File: src/rtl/minimig_bank_responder.sv
// minimig_bank_responder
// Memory-side responder for the bank-select bus. A CPU request qualified by a
// one-hot bank select is turned into a physical word address on the 4 MB
// RAM/ROM store. The block then runs a req/ack handshake with the memory
// controller and returns read data and a one-cycle completion pulse.
//
// Ports
//   i_clk, i_reset_n         : clock, asynchronous active-low reset
//   i_cpu_req/we/addr/bank   : CPU request level, direction, word address, bank select
//   i_cpu_wdata, i_cpu_be    : write data and byte enables {upper, lower}
//   o_cpu_rdata, o_cpu_ack   : read data and one-cycle completion pulse
//   o_mem_req/we/addr/wdata/be : request to memory controller (held stable while pending)
//   i_mem_ack, i_mem_rdata   : completion and read data from memory controller
//   o_multi_hit, o_timeout   : sticky error flags, cleared only by reset
module minimig_bank_responder #(
  parameter int unsigned TIMEOUT = 255,
  parameter bit          KICK_WP = 1'b1
) (
  input  logic        i_clk,
  input  logic        i_reset_n,
  input  logic        i_cpu_req,
  input  logic        i_cpu_we,
  input  logic [23:1] i_cpu_addr,
  input  logic [7:0]  i_cpu_bank,
  input  logic [15:0] i_cpu_wdata,
  input  logic [1:0]  i_cpu_be,
  output logic [15:0] o_cpu_rdata,
  output logic        o_cpu_ack,
  output logic        o_mem_req,
  output logic        o_mem_we,
  output logic [21:1] o_mem_addr,
  output logic [15:0] o_mem_wdata,
  output logic [1:0]  o_mem_be,
  input  logic        i_mem_ack,
  input  logic [15:0] i_mem_rdata,
  output logic        o_multi_hit,
  output logic        o_timeout
);

  typedef enum logic [2:0] {StIdle, StIssue, StWait, StDone, StRelease} state_e;

  state_e      r_state, w_state_d;
  logic [9:0]  r_cnt, w_cnt_d;
  logic        r_drop, w_drop_d;
  logic [15:0] r_cpu_rdata, w_cpu_rdata_d;
  logic        r_cpu_ack, w_cpu_ack_d;
  logic        r_mem_req, w_mem_req_d;
  logic        r_mem_we, w_mem_we_d;
  logic [21:1] r_mem_addr, w_mem_addr_d;
  logic [15:0] r_mem_wdata, w_mem_wdata_d;
  logic [1:0]  r_mem_be, w_mem_be_d;
  logic        r_multi_hit, w_multi_hit_d;
  logic        r_timeout, w_timeout_d;

  logic [2:0]  w_idx;
  logic        w_multi;
  logic        w_unused_addr;

  // Only a 256K-word window of the CPU address reaches the store.
  assign w_unused_addr = ^i_cpu_addr[23:19];

  // Highest set bank bit wins.
  always_comb begin
    w_idx = 3'd0;
    for (int i = 0; i < 8; i++) begin
      if (i_cpu_bank[i]) w_idx = 3'(i);
    end
  end

  // More than one bit set: clearing the lowest set bit leaves something.
  assign w_multi = |(i_cpu_bank & (i_cpu_bank - 8'd1));

  always_comb begin
    w_state_d     = r_state;
    w_cnt_d       = r_cnt;
    w_drop_d      = r_drop;
    w_cpu_rdata_d = r_cpu_rdata;
    w_cpu_ack_d   = 1'b0;
    w_mem_req_d   = r_mem_req;
    w_mem_we_d    = r_mem_we;
    w_mem_addr_d  = r_mem_addr;
    w_mem_wdata_d = r_mem_wdata;
    w_mem_be_d    = r_mem_be;
    w_multi_hit_d = r_multi_hit;
    w_timeout_d   = r_timeout;

    unique case (r_state)
      StIdle: begin
        if (i_cpu_req && (i_cpu_bank != 8'd0)) begin
          w_mem_we_d    = i_cpu_we;
          w_mem_addr_d  = {w_idx, i_cpu_addr[18:1]};
          w_mem_wdata_d = i_cpu_wdata;
          w_mem_be_d    = i_cpu_be;
          w_drop_d      = KICK_WP && i_cpu_we && (w_idx[2:1] == 2'b11);
          if (w_multi) w_multi_hit_d = 1'b1;
          w_state_d     = StIssue;
        end
      end
      StIssue: begin
        // A dropped Kickstart write still spends this slot, so it acks one
        // cycle ahead of a zero-wait memory access, with no memory request.
        w_cnt_d = 10'd0;
        if (r_drop) begin
          w_state_d = StDone;
        end else begin
          w_mem_req_d = 1'b1;
          w_state_d   = StWait;
        end
      end
      StWait: begin
        // mem_ack takes precedence over a timeout expiring in the same cycle.
        if (i_mem_ack) begin
          if (!r_mem_we) w_cpu_rdata_d = i_mem_rdata;
          w_mem_req_d = 1'b0;
          w_state_d   = StDone;
        end else if (r_cnt == 10'(TIMEOUT - 1)) begin
          w_mem_req_d   = 1'b0;
          w_cpu_rdata_d = 16'hFFFF;
          w_timeout_d   = 1'b1;
          w_state_d     = StDone;
        end else begin
          w_cnt_d = r_cnt + 10'd1;
        end
      end
      StDone: begin
        w_cpu_ack_d = 1'b1;
        w_state_d   = StRelease;
      end
      StRelease: begin
        // A held request must drop before another access is accepted.
        if (!i_cpu_req) w_state_d = StIdle;
      end
      default: w_state_d = StIdle;
    endcase
  end

  always_ff @(posedge i_clk or negedge i_reset_n) begin
    if (!i_reset_n) begin
      r_state     <= StIdle;
      r_cnt       <= 10'd0;
      r_drop      <= 1'b0;
      r_cpu_rdata <= 16'd0;
      r_cpu_ack   <= 1'b0;
      r_mem_req   <= 1'b0;
      r_mem_we    <= 1'b0;
      r_mem_addr  <= 21'd0;
      r_mem_wdata <= 16'd0;
      r_mem_be    <= 2'd0;
      r_multi_hit <= 1'b0;
      r_timeout   <= 1'b0;
    end else begin
      r_state     <= w_state_d;
      r_cnt       <= w_cnt_d;
      r_drop      <= w_drop_d;
      r_cpu_rdata <= w_cpu_rdata_d;
      r_cpu_ack   <= w_cpu_ack_d;
      r_mem_req   <= w_mem_req_d;
      r_mem_we    <= w_mem_we_d;
      r_mem_addr  <= w_mem_addr_d;
      r_mem_wdata <= w_mem_wdata_d;
      r_mem_be    <= w_mem_be_d;
      r_multi_hit <= w_multi_hit_d;
      r_timeout   <= w_timeout_d;
    end
  end

  assign o_cpu_rdata = r_cpu_rdata;
  assign o_cpu_ack   = r_cpu_ack;
  assign o_mem_req   = r_mem_req;
  assign o_mem_we    = r_mem_we;
  assign o_mem_addr  = r_mem_addr;
  assign o_mem_wdata = r_mem_wdata;
  assign o_mem_be    = r_mem_be;
  assign o_multi_hit = r_multi_hit;
  assign o_timeout   = r_timeout;

endmodule

File: config.mk
export PLATFORM = sky130hd
export DESIGN_NAME = minimig_bank_responder
export DESIGN_NICKNAME = d
export VERILOG_FILES = /design/src/rtl/minimig_bank_responder.sv
export SDC_FILE = /design/constraint.sdc
export NUM_CORES = 1
export LEC_CHECK = 0
export ABC_CLOCK_PERIOD_IN_PS = 1750
export CAP_MARGIN = 20
export CORE_MARGIN = 10
export CORE_UTILIZATION = 40
export CTS_BUF_LIST = sky130_fd_sc_hd__clkbuf_4
export CTS_CLUSTER_SIZE = 25
export DETAILED_ROUTE_END_ITERATION = 10
export PLACE_DENSITY = 0.9
export SYNTH_ARGS = -nofsm -noshare
export SYNTH_HDL_FRONTEND = slang
export SYNTH_SLANG_ARGS = --single-unit
File: constraint.sdc
create_clock -name i_clk -period 1.75 [get_ports i_clk]
set_clock_uncertainty 0.05 [all_clocks]
set_input_delay 0.525 -clock i_clk [delete_from_list [all_inputs] [get_ports i_clk]]
set_output_delay 0.525 -clock i_clk [all_outputs]
set_load 0.02 [all_outputs]
==> flow_summary.toml, run 1 <==
[grt]
grt_first_pass_wirelength_mm = 15.1
overflow = 0
grt_max_degree = 75
grt_pass1_vias = 2895
grt_usage = 0.162
antenna_found_initial = 0

[setup_path]
end_kind = "flop"
worst-path-buf-inv = 5
critPathMaxFanout = 8
path_delay_family = "buffers and inverters"
slowest_delay_ns = 0.40
critPathSlowestCell = "dfrtp_1"
cp.required_ns = 2.00
critPathKind = "flop to flop"
critical_path_arrival_ns = 2.15
crit_start = "r_state[2]"
crit_chain = "buf_6 > nor4b_4 > buf_4 > o21ai_4 > buf_6 > buf_12 > buf_12 > mux2_4"
cp-start-kind = "flop"
rr_startpoint = "r_state[2]"

[placement]
io_buffers = 124
gp_congestion = 0.821
dp_hpwl_mm = 6.40
place_ws_ns = -0.845

[flow_run]
cap_violations = 0

[clock_network]
root_buffer = "clkbuf_4"
tritoncts = "yes"
htreeDepth = 3
worstSkewPairLatency_ns = 0.41
numCtsBuffers = 9
clk_path_buf_depth = 2
ctsHoldBuffers = 0
cts_sinks = 74
path_clk_slew_ns = 0.11

[logic_synthesis]
synth_cell_type_count = 43
synthAdderAreaFrac = 0.0113
synth-xor-area-share = 0.00845
avgSynthCellArea_sq_um = 13.3
synth_flop_cell = "dfrtp_1"
syn_inst = 233
synth_seq_cells = 74
ys_seq_area_frac = 0.596
synthSimpleGateAreaFrac = 0.0974
async_reset_ff_frac = 1.00
ys_warn_count = 0
synth-edff-count = 0
synthMuxAreaShare = 0.154
synth_compound_area_frac = 0.103
syn-num-nets = 305
syn_area_sq_mm = 0.00311
synth_top_family_by_area = "multiplexers"

[sta]
finalHoldViolCount = 0
min_period_ns = 1.90
setup_violations = 65
fin_crit_sh = 1.08
final_max_slew_viol_count = 0
slew-limit-headroom = 0.686
timing.final.ws_setup_ns = -0.146
whs_ns = 0.0665
tightestPinTransition_ns = 0.470
max_freq_mhz = 527
rsz0062_at_grt = "true"

[route]
drc = 0
wl_mm = 9.64
final_antenna_net_count = 0
drt_iter0_markers = 112
wl_per_cell_microns = 19.1
drt-vias-per-instance = 5.07
firstDrtPassIters = 4
dr_total_vias = 2562

[cells_and_area]
areaGrowthSynthToFinish_pct = 66.1
num-nets-final = 473
num_antenna_cells = 0
layout-drive-gt1-share = 0.375

[floorplan]
fp.coreArea_sq_mm = 0.00765
dieArea_sq_mm = 0.0117
fp-row-count = 32
initial_core_util = 0.407
die_x_microns = 108
dieHeight_microns = 108
boundaryPins = 130

[power]
leakage_nw = 2.40
power_density_mw_per_mm2 = 1640
max-vdd-ir-drop_uv = 944

[outcome]
violations = "negative setup slack"
status = "complete, but fails checks"

[hold_path]
hp-class = "input port to asynchronous set/reset pin"
-- power breakdown --
part / switching (mW) / internal (mW) / total, mW / leakage, nW
clock: 0.565 / 0.263 / 0.828 / 0.0549
sequential: 0.464 / 2.46 / 2.92 / 0.881
combinational: 2.25 / 2.46 / 4.71 / 1.46
total: 3.27 / 5.18 / 8.45 / 2.40
-- cells in the mapped netlist (2+ instances only) --
cell type / n / area [sq um]
dfrtp_1: 74 / 1850
mux2_1: 37 / 417
o22a_1: 16 / 140
nand2_1: 9 / 33.8
nand3_1: 8 / 40.0
nor2_1: 8 / 30.0
nor3_1: 6 / 30.0
inv_1: 5 / 18.8
mux2i_1: 5 / 50.1
o21ai_0: 5 / 25.0
a21oi_1: 4 / 20.0
buf_2: 4 / 20.0
buf_4: 4 / 30.0
nand4_1: 3 / 18.8
nor3b_1: 3 / 22.5
xnor2_1: 3 / 26.3
a2111oi_0: 2 / 17.5
a2111oi_2: 2 / 30.0
a31o_2: 2 / 17.5
a31oi_1: 2 / 12.5
and3_1: 2 / 12.5
buf_6: 2 / 22.5
ha_1: 2 / 25.0
nand2b_1: 2 / 12.5
nand4b_1: 2 / 17.5
nor2b_1: 2 / 12.5
o21ai_1: 2 / 10.0
or4_1: 2 / 15.0
-- layout by cell type (no fill, tap or decap), drive strengths merged, types with 5 or more instances in the layout --
master / Yosys / routed
inv: 5 / 5
clkdlybuf4s15: 0 / 31
dlygate4sd2: 0 / 10
nor3: 6 / 6
clkbuf: 1 / 32
mux2: 38 / 38
dfrtp: 74 / 74
o22a: 16 / 16
mux2i: 5 / 5
nand2: 10 / 10
buf: 10 / 51
nand3: 8 / 8
clkdlybuf4s50: 0 / 53
o21ai: 8 / 8
nor2: 8 / 8
-- sequential cells by signal, summed over array words and instances (netlist names) --
name,flops
o_cpu_rdata,16
o_mem_req,1
o_mem_wdata,16
o_mem_be,2
o_mem_addr,21
o_multi_hit,1
r_cnt,10
o_cpu_ack,1
o_mem_we,1
o_timeout,1
r_drop,1
r_state,3
-- logic make-up (layout without fill, tap and decap cells) --
logic type	Yosys count	count (layout)
compound gates	40	40
flops	74	74
buf+inv	16	186
mux	43	43
xor+xnor	3	3
simple gates	54	54
fa+ha+maj	3	3
-- through the flow --
stage | utilization | cells | TNS (ns) | total power, mW | cell area (sq um)
global placement | 0.617 | 479 | -45.09 | 6.95 | 4720
detailed placement | 0.617 | 479 | -48.79 | 7.11 | 4720
CTS | 0.674 | 504 | -2.70 | 8.39 | 5150
finish | 0.675 | 505 | -3.20 | 8.45 | 5160
global route | 0.675 | 505 | -6.62 | 8.90 | 5160
floorplan | - | 233 | -14.73 | 4.99 | 3190
-- path summary, 6_finish.rpt --
kind                       depth (start not counted)  slack, ns               to
setup / recovery                                   8      -0.15  o_mem_wdata[14]
hold / removal                                     2       0.07   o_cpu_rdata[0]
setup reg to reg                                   8      -0.15  o_mem_wdata[14]
hold reg to reg                                    1       0.45   o_cpu_rdata[6]
max in group asynchronous                          2       1.27       r_state[1]
min in group i_clk                                 1       0.45   o_cpu_rdata[6]
-- what timing repair did --
item | CTS | global route
resized for setup | 149 | 102
endpoints found under the setup margin | 130 | 120
pin swaps | 7 | 12
cloned | 4 | 0
setup buffers | 8 | 3
-- worst reg2reg max path: cells and delay by family (launching register included) --
family | cells | cell delay, ns
AO/OA/AOI/OAI | 1 | 0.07
multiplexers | 1 | 0.30
flip-flops | 1 | 0.40
AND/OR/NAND/NOR | 1 | 0.28
buffers and inverters | 5 | 0.69
-- per-layer routing --
layer	up-vias	global-route usage	share of wire
met5	-	0	0
li1	1193	-	-
met4	0	0.0458	0.0089
met3	9	0.0756	0.10
met1	1267	0.174	0.38
met2	93	0.278	0.51
-- layout make-up --
cell class                 count  area [sq um]
fill                         534          2480
sequential                    74          1850
timing repair buffer         168          1590
multi-input combinational    143          1480
tap                          102           128
clock buffer                   9          67.6
clock inverter                 4          22.5
inverter                       5          18.8
Note: power is estimated with default switching activity, not from simulation.
==> inputs of run 2 (changes only) <==
DONT_BUFFER_PORTS = 1   (was default)
PLACE_DENSITY = 0.67   (was 0.9)
==> run 2 against run 1 <==
Net effect:
- the flow finishes with violations (negative hold slack, negative setup slack)
- largest cell class unchanged
- sequential share of layout area increased by 12 points
- critical path type is now input port to flop
- critical endpoint is now o_multi_hit
- sequential power increased by 33%
- core utilization decreased by 17 points
- combinational power decreased by 49%
- final area decreased by 25%
- non-clock buffer count decreased by 136
- first-iteration DRC count decreased by 50%
==> flow_summary.toml, run 2 (same netlist as run 1, synthesis figures left out) <==
[clock_network]
root_buffer = "clkbuf_4"
clk_path_buf_depth = 2
path_clk_slew_ns = 0.12
tritoncts = "yes"
worstSkewPairLatency_ns = 0.41
cts_sinks = 74
numCtsBuffers = 9
htreeDepth = 3

[route]
drc = 0
drt_iter0_markers = 56
final_antenna_net_count = 0
dr_total_vias = 2066
wl_per_cell_microns = 21.9
drt-vias-per-instance = 5.54
firstDrtPassIters = 4
wl_mm = 8.18

[hold_path]
hp-class = "input port to asynchronous set/reset pin"

[setup_path]
endpoint = "o_multi_hit"
cp.required_ns = 2.00
critical_path_arrival_ns = 2.04
reg2reg_depth = 6
r2r_slack_ns = -0.01
crit_start = "i_cpu_bank[0]"
rr_startpoint = "r_state[0]"
critPathMaxFanout = 8
r2r_end = "o_mem_addr[7]"
end_kind = "flop"
cp-start-kind = "input port"
critPathKind = "input port to flop"

[cells_and_area]
final_cell_mix = "dfrtp_1, mux2_4, buf_4"
largest_register_ffs = 21
areaGrowthSynthToFinish_pct = 25.2
layout-drive-gt1-share = 0.362
num-nets-final = 338
num_antenna_cells = 0
mostFrequentLayoutCell = "dfrtp_1"

[outcome]
violations = "negative hold slack, negative setup slack"
status = "complete, but fails checks"

[grt]
grt_max_degree = 75
grt_first_pass_wirelength_mm = 11.6
grt_pass1_vias = 2157
grt_usage = 0.128
antenna_found_initial = 0
overflow = 0

[power]
clkPwrFrac = 0.146
power_density_mw_per_mm2 = 1890
pwr-share-seq = 0.526
max-vdd-ir-drop_uv = 1060
p_total_mw = 7.37
p_sw_mw = 2.95
leakage_nw = 1.77
power_frac_comb = 0.328
p_sw_frac = 0.401
intPower_mw = 4.42

[sta]
rsz0062_at_grt = "true"
timing.final.ws_setup_ns = -0.0429
min_period_ns = 1.79
tightestPinTransition_ns = 0.418
fin_crit_sh = 1.02
max_freq_mhz = 558
setup_violations = 11
whs_ns = -0.259
final_max_slew_viol_count = 0
finalHoldViolCount = 74
slew-limit-headroom = 0.720

[floorplan]
fp.coreArea_sq_mm = 0.00765
dieArea_sq_mm = 0.0117
die_x_microns = 108
fp-row-count = 32
boundaryPins = 130
dieHeight_microns = 108
initial_core_util = 0.407

[placement]
dp_hpwl_mm = 5.31
io_buffers = 0
place_ws_ns = -0.396
gp_congestion = 0.749

[flow_run]
cap_violations = 0
run 2: cell types whose count changed in the layout (fill, tap and decap cells not counted), sizes merged:
cell / previous run / this run
clkbuf: 32 / 13
clkdlybuf4s15: 31 / 0
clkinv: 4 / 2
o21ai: 8 / 9
dlygate4sd2: 10 / 0
bufinv: 0 / 1
inv: 5 / 6
buf: 51 / 29
clkdlybuf4s50: 53 / 0
clkinvlp: 0 / 2
run 2: final cells by class:
class | count | area (sq um)
inverter | 5 | 18.8
tap | 102 | 128
multi-input combinational | 144 | 1400
sequential | 74 | 1850
clock buffer | 10 | 75.1
fill | 669 | 3750
timing repair buffer | 32 | 353
clock inverter | 6 | 66.3
run 2: worst min-delay path by stage:
stage          startpoint              to  slack (ns)  cells after the start
2_1_floorplan   i_reset_n       o_cpu_ack        0.18                      0
3_3_place_gp    i_reset_n  o_mem_addr[16]        0.18                      0
3_5_place_dp    i_reset_n  o_mem_addr[16]        0.18                      0
4_1_cts         i_reset_n  o_cpu_rdata[5]       -0.30                      0
5_1_grt         i_reset_n  o_cpu_rdata[9]       -0.31                      0
6_report        i_reset_n  o_mem_wdata[8]       -0.26                      0
run 2: worst max-delay path, cell delays in order:
cell and delay [ns]:
or4_4 0.58, o21ai_4 0.37, buf_8 0.21, nor3_2 0.05, or3_1 0.30
run 2: power groups by stage:
stage,Combinational (mW),Clock [mW],Sequential [mW]
3_3_place_gp,1.53,0,3.90
5_1_grt,2.60,1.19,3.99
4_1_cts,1.74,1.12,3.90
2_1_floorplan,1.30,0,3.69
3_5_place_dp,1.61,0,3.92
6_report,2.42,1.08,3.88
run 2: through the flow:
stage	utilization	cell area [sq um]	setup TNS (ns)	instances	hold slack, ns
final	0.509	3890	-0.121	373	-0.259
after global routing	0.509	3890	-2.59	373	-0.312
after CTS	0.471	3600	-0.879	361	-0.299
after detailed placement	0.441	3370	-16.27	342	0.182
after global placement	0.441	3370	-14.82	342	0.182
after floorplan	-	3190	-14.73	233	0.179
run 2: timing repair:
action	in CTS	in global routing
gates resized for setup	8	41
endpoints found under the setup margin	59	65
cloned	1	7
pin swaps	1	8
endpoints found under the hold margin	74	74
buffers inserted	2	5
run 2: per-layer routing:
layer	wire [microns]	track usage	vias to the layer above
li1	-	-	926
met1	3060	0.131	1026
met2	3860	0.201	101
met3	1130	0.0845	13
met4	125	0.0592	0
met5	0	0	-
==> inputs of run 3 (changes only) <==
CORE_UTILIZATION = 45   (was 40)
PLACE_DENSITY = 0.73   (was 0.67)
==> run 3 against run 2 <==
Net effect:
- the run still ends with negative hold slack, negative setup slack left
- register-to-register slack about the same
- critical endpoint is now o_mem_addr[9]
- cell count down 8.3%
- core utilization up 4.4 points
- global-route usage up 0.25 points
- worst hold slack better by 0.0042 ns
- total power down 2.8%
- highest routed layer unchanged
- final area down 4.0%
- setup slack better by 0.020 ns
==> flow_summary.toml, run 3 (same netlist as run 1, synthesis figures left out) <==
[setup_path]
critPathSlowestCell = "dfrtp_1"
reg2reg_depth = 6
end_kind = "flop"
cp.required_ns = 2.00
critPathKind = "flop to flop"
worst-path-buf-inv = 3
crit_start = "r_state[2]"
rr_startpoint = "r_state[2]"
cp-start-kind = "flop"
r2r_end = "o_mem_addr[9]"
path_delay_family = "buffers and inverters"
r2r_slack_ns = -0.02
critPathMaxFanout = 20
slowest_delay_ns = 0.42
cp.depth = 6
critical_path_arrival_ns = 2.02
crit_chain = "buf_6 > nor4b_4 > buf_4 > o21ai_4 > clkbuf_16 > mux2_1"
endpoint = "o_mem_addr[9]"

[power]
power_density_mw_per_mm2 = 1920
leakage_nw = 1.68
max-vdd-ir-drop_uv = 1020

[clock_network]
clk_path_buf_depth = 2
htreeDepth = 3
numCtsBuffers = 9
path_clk_slew_ns = 0.12
worstSkewPairLatency_ns = 0.40
tritoncts = "yes"
root_buffer = "clkbuf_4"
cts_sinks = 74

[route]
dr_total_vias = 1962
dr_wl_met3_mm = 1.15
wl_met1_mm = 2.71
drt_iter0_markers = 41
wl_met2_mm = 3.30
firstDrtPassIters = 4
highest_layer = "met4"
drc = 0
drt-vias-per-instance = 5.74
wl_per_cell_microns = 21.1
wl_mm = 7.22
final_antenna_net_count = 0

[grt]
antenna_found_initial = 0
overflow = 0
grt_first_pass_wirelength_mm = 10.8
grt_max_degree = 75
grt_usage = 0.131
grt_pass1_vias = 2129

[floorplan]
die_x_microns = 103
dieArea_sq_mm = 0.0106
fp-row-count = 30
initial_core_util = 0.460
boundaryPins = 130
fp.coreArea_sq_mm = 0.00676
dieHeight_microns = 103

[sta]
finalHoldViolCount = 74
tightestPinTransition_ns = 0.434
timing.final.ws_setup_ns = -0.0230
final_max_slew_viol_count = 0
slew-limit-headroom = 0.710
setup_violations = 16
min_period_ns = 1.77
rsz0062_at_grt = "true"
whs_ns = -0.255
fin_crit_sh = 1.01
max_freq_mhz = 564

[cells_and_area]
final_cell_mix = "dfrtp_1, mux2_4, buf_4"
num-nets-final = 329
areaGrowthSynthToFinish_pct = 20.2
largest_register_ffs = 21
num_antenna_cells = 0
fillCellCount = 539
layout-drive-gt1-share = 0.309
utilization = 0.553
mostFrequentLayoutCell = "dfrtp_1"

[outcome]
violations = "negative hold slack, negative setup slack"
status = "complete, but fails checks"

[flow_run]
cap_violations = 0

[hold_path]
hp-class = "input port to asynchronous set/reset pin"

[placement]
io_buffers = 0
dp_hpwl_mm = 5.06
gp_congestion = 0.830
## run 3: cell types whose count changed in the layout (fill, tap and decap cells not counted), moves of 2 or more
cell	change
buf_6	-4
o21ai_0	-2
mux2_4	-9
o21ai_1	+2
mux2_1	+9
clkinvlp_4	-2
clkbuf_16	-2
## run 3: timing repair
action,4_1_cts,5_1_grt
endpoints found under the setup margin,47,49
resized for setup,8,32
pin swaps,2,5
buffers inserted,1,2
hold endpoints to repair,74,74
cloned,0,1
## run 3: worst min-delay path by stage
stage,startpoint,endpoint,cells after the start,slack (ns)
after global routing,i_reset_n,r_state[2],0,-0.31
after global placement,i_reset_n,o_cpu_rdata[2],0,0.18
after CTS,i_reset_n,o_multi_hit,0,-0.28
after floorplan,i_reset_n,o_cpu_ack,0,0.18
after detailed placement,i_reset_n,o_cpu_rdata[4],0,0.18
final,i_reset_n,r_state[2],0,-0.25
## run 3: per-stage QoR
stage	std cells	total power, mW	cell area (sq um)	setup slack, ns	TNS, ns
2_1_floorplan	233	4.99	3190	-0.355	-14.73
3_3_place_gp	322	5.48	3360	-0.378	-15.65
3_5_place_dp	322	5.56	3360	-0.395	-17.13
4_1_cts	339	6.82	3570	-0.00764	-0.00764
5_1_grt	342	7.61	3740	-0.0684	-1.85
6_report	342	7.17	3740	-0.0230	-0.185
## run 3: power by group
| group | leakage, nW | internal [mW] | total [mW] | switching, mW |
|---|---|---|---|---|
| clock | 0.0854 | 0.587 | 1.16 | 0.571 |
| combinational | 0.714 | 1.30 | 2.12 | 0.825 |
| sequential | 0.883 | 2.45 | 3.88 | 1.44 |
| total | 1.68 | 4.33 | 7.17 | 2.83 |
## run 3: metal layers
layer  global-route usage  vias up
met2                0.199      101
met5                    0        -
li1                     -      910
met3               0.0958        5
met4               0.0417        0
met1                0.140      946
## run 3: layout make-up
| type | count | area [sq um] | share of cell area |
|---|---|---|---|
| tap | 80 | 100 | 0.0268 |
| clock inverter | 6 | 81.3 | 0.0218 |
| multi-input combinational | 143 | 1370 | 0.367 |
| inverter | 5 | 18.8 | 0.00502 |
| clock buffer | 10 | 75.1 | 0.0201 |
| sequential | 74 | 1850 | 0.495 |
| timing repair buffer | 24 | 238 | 0.0636 |
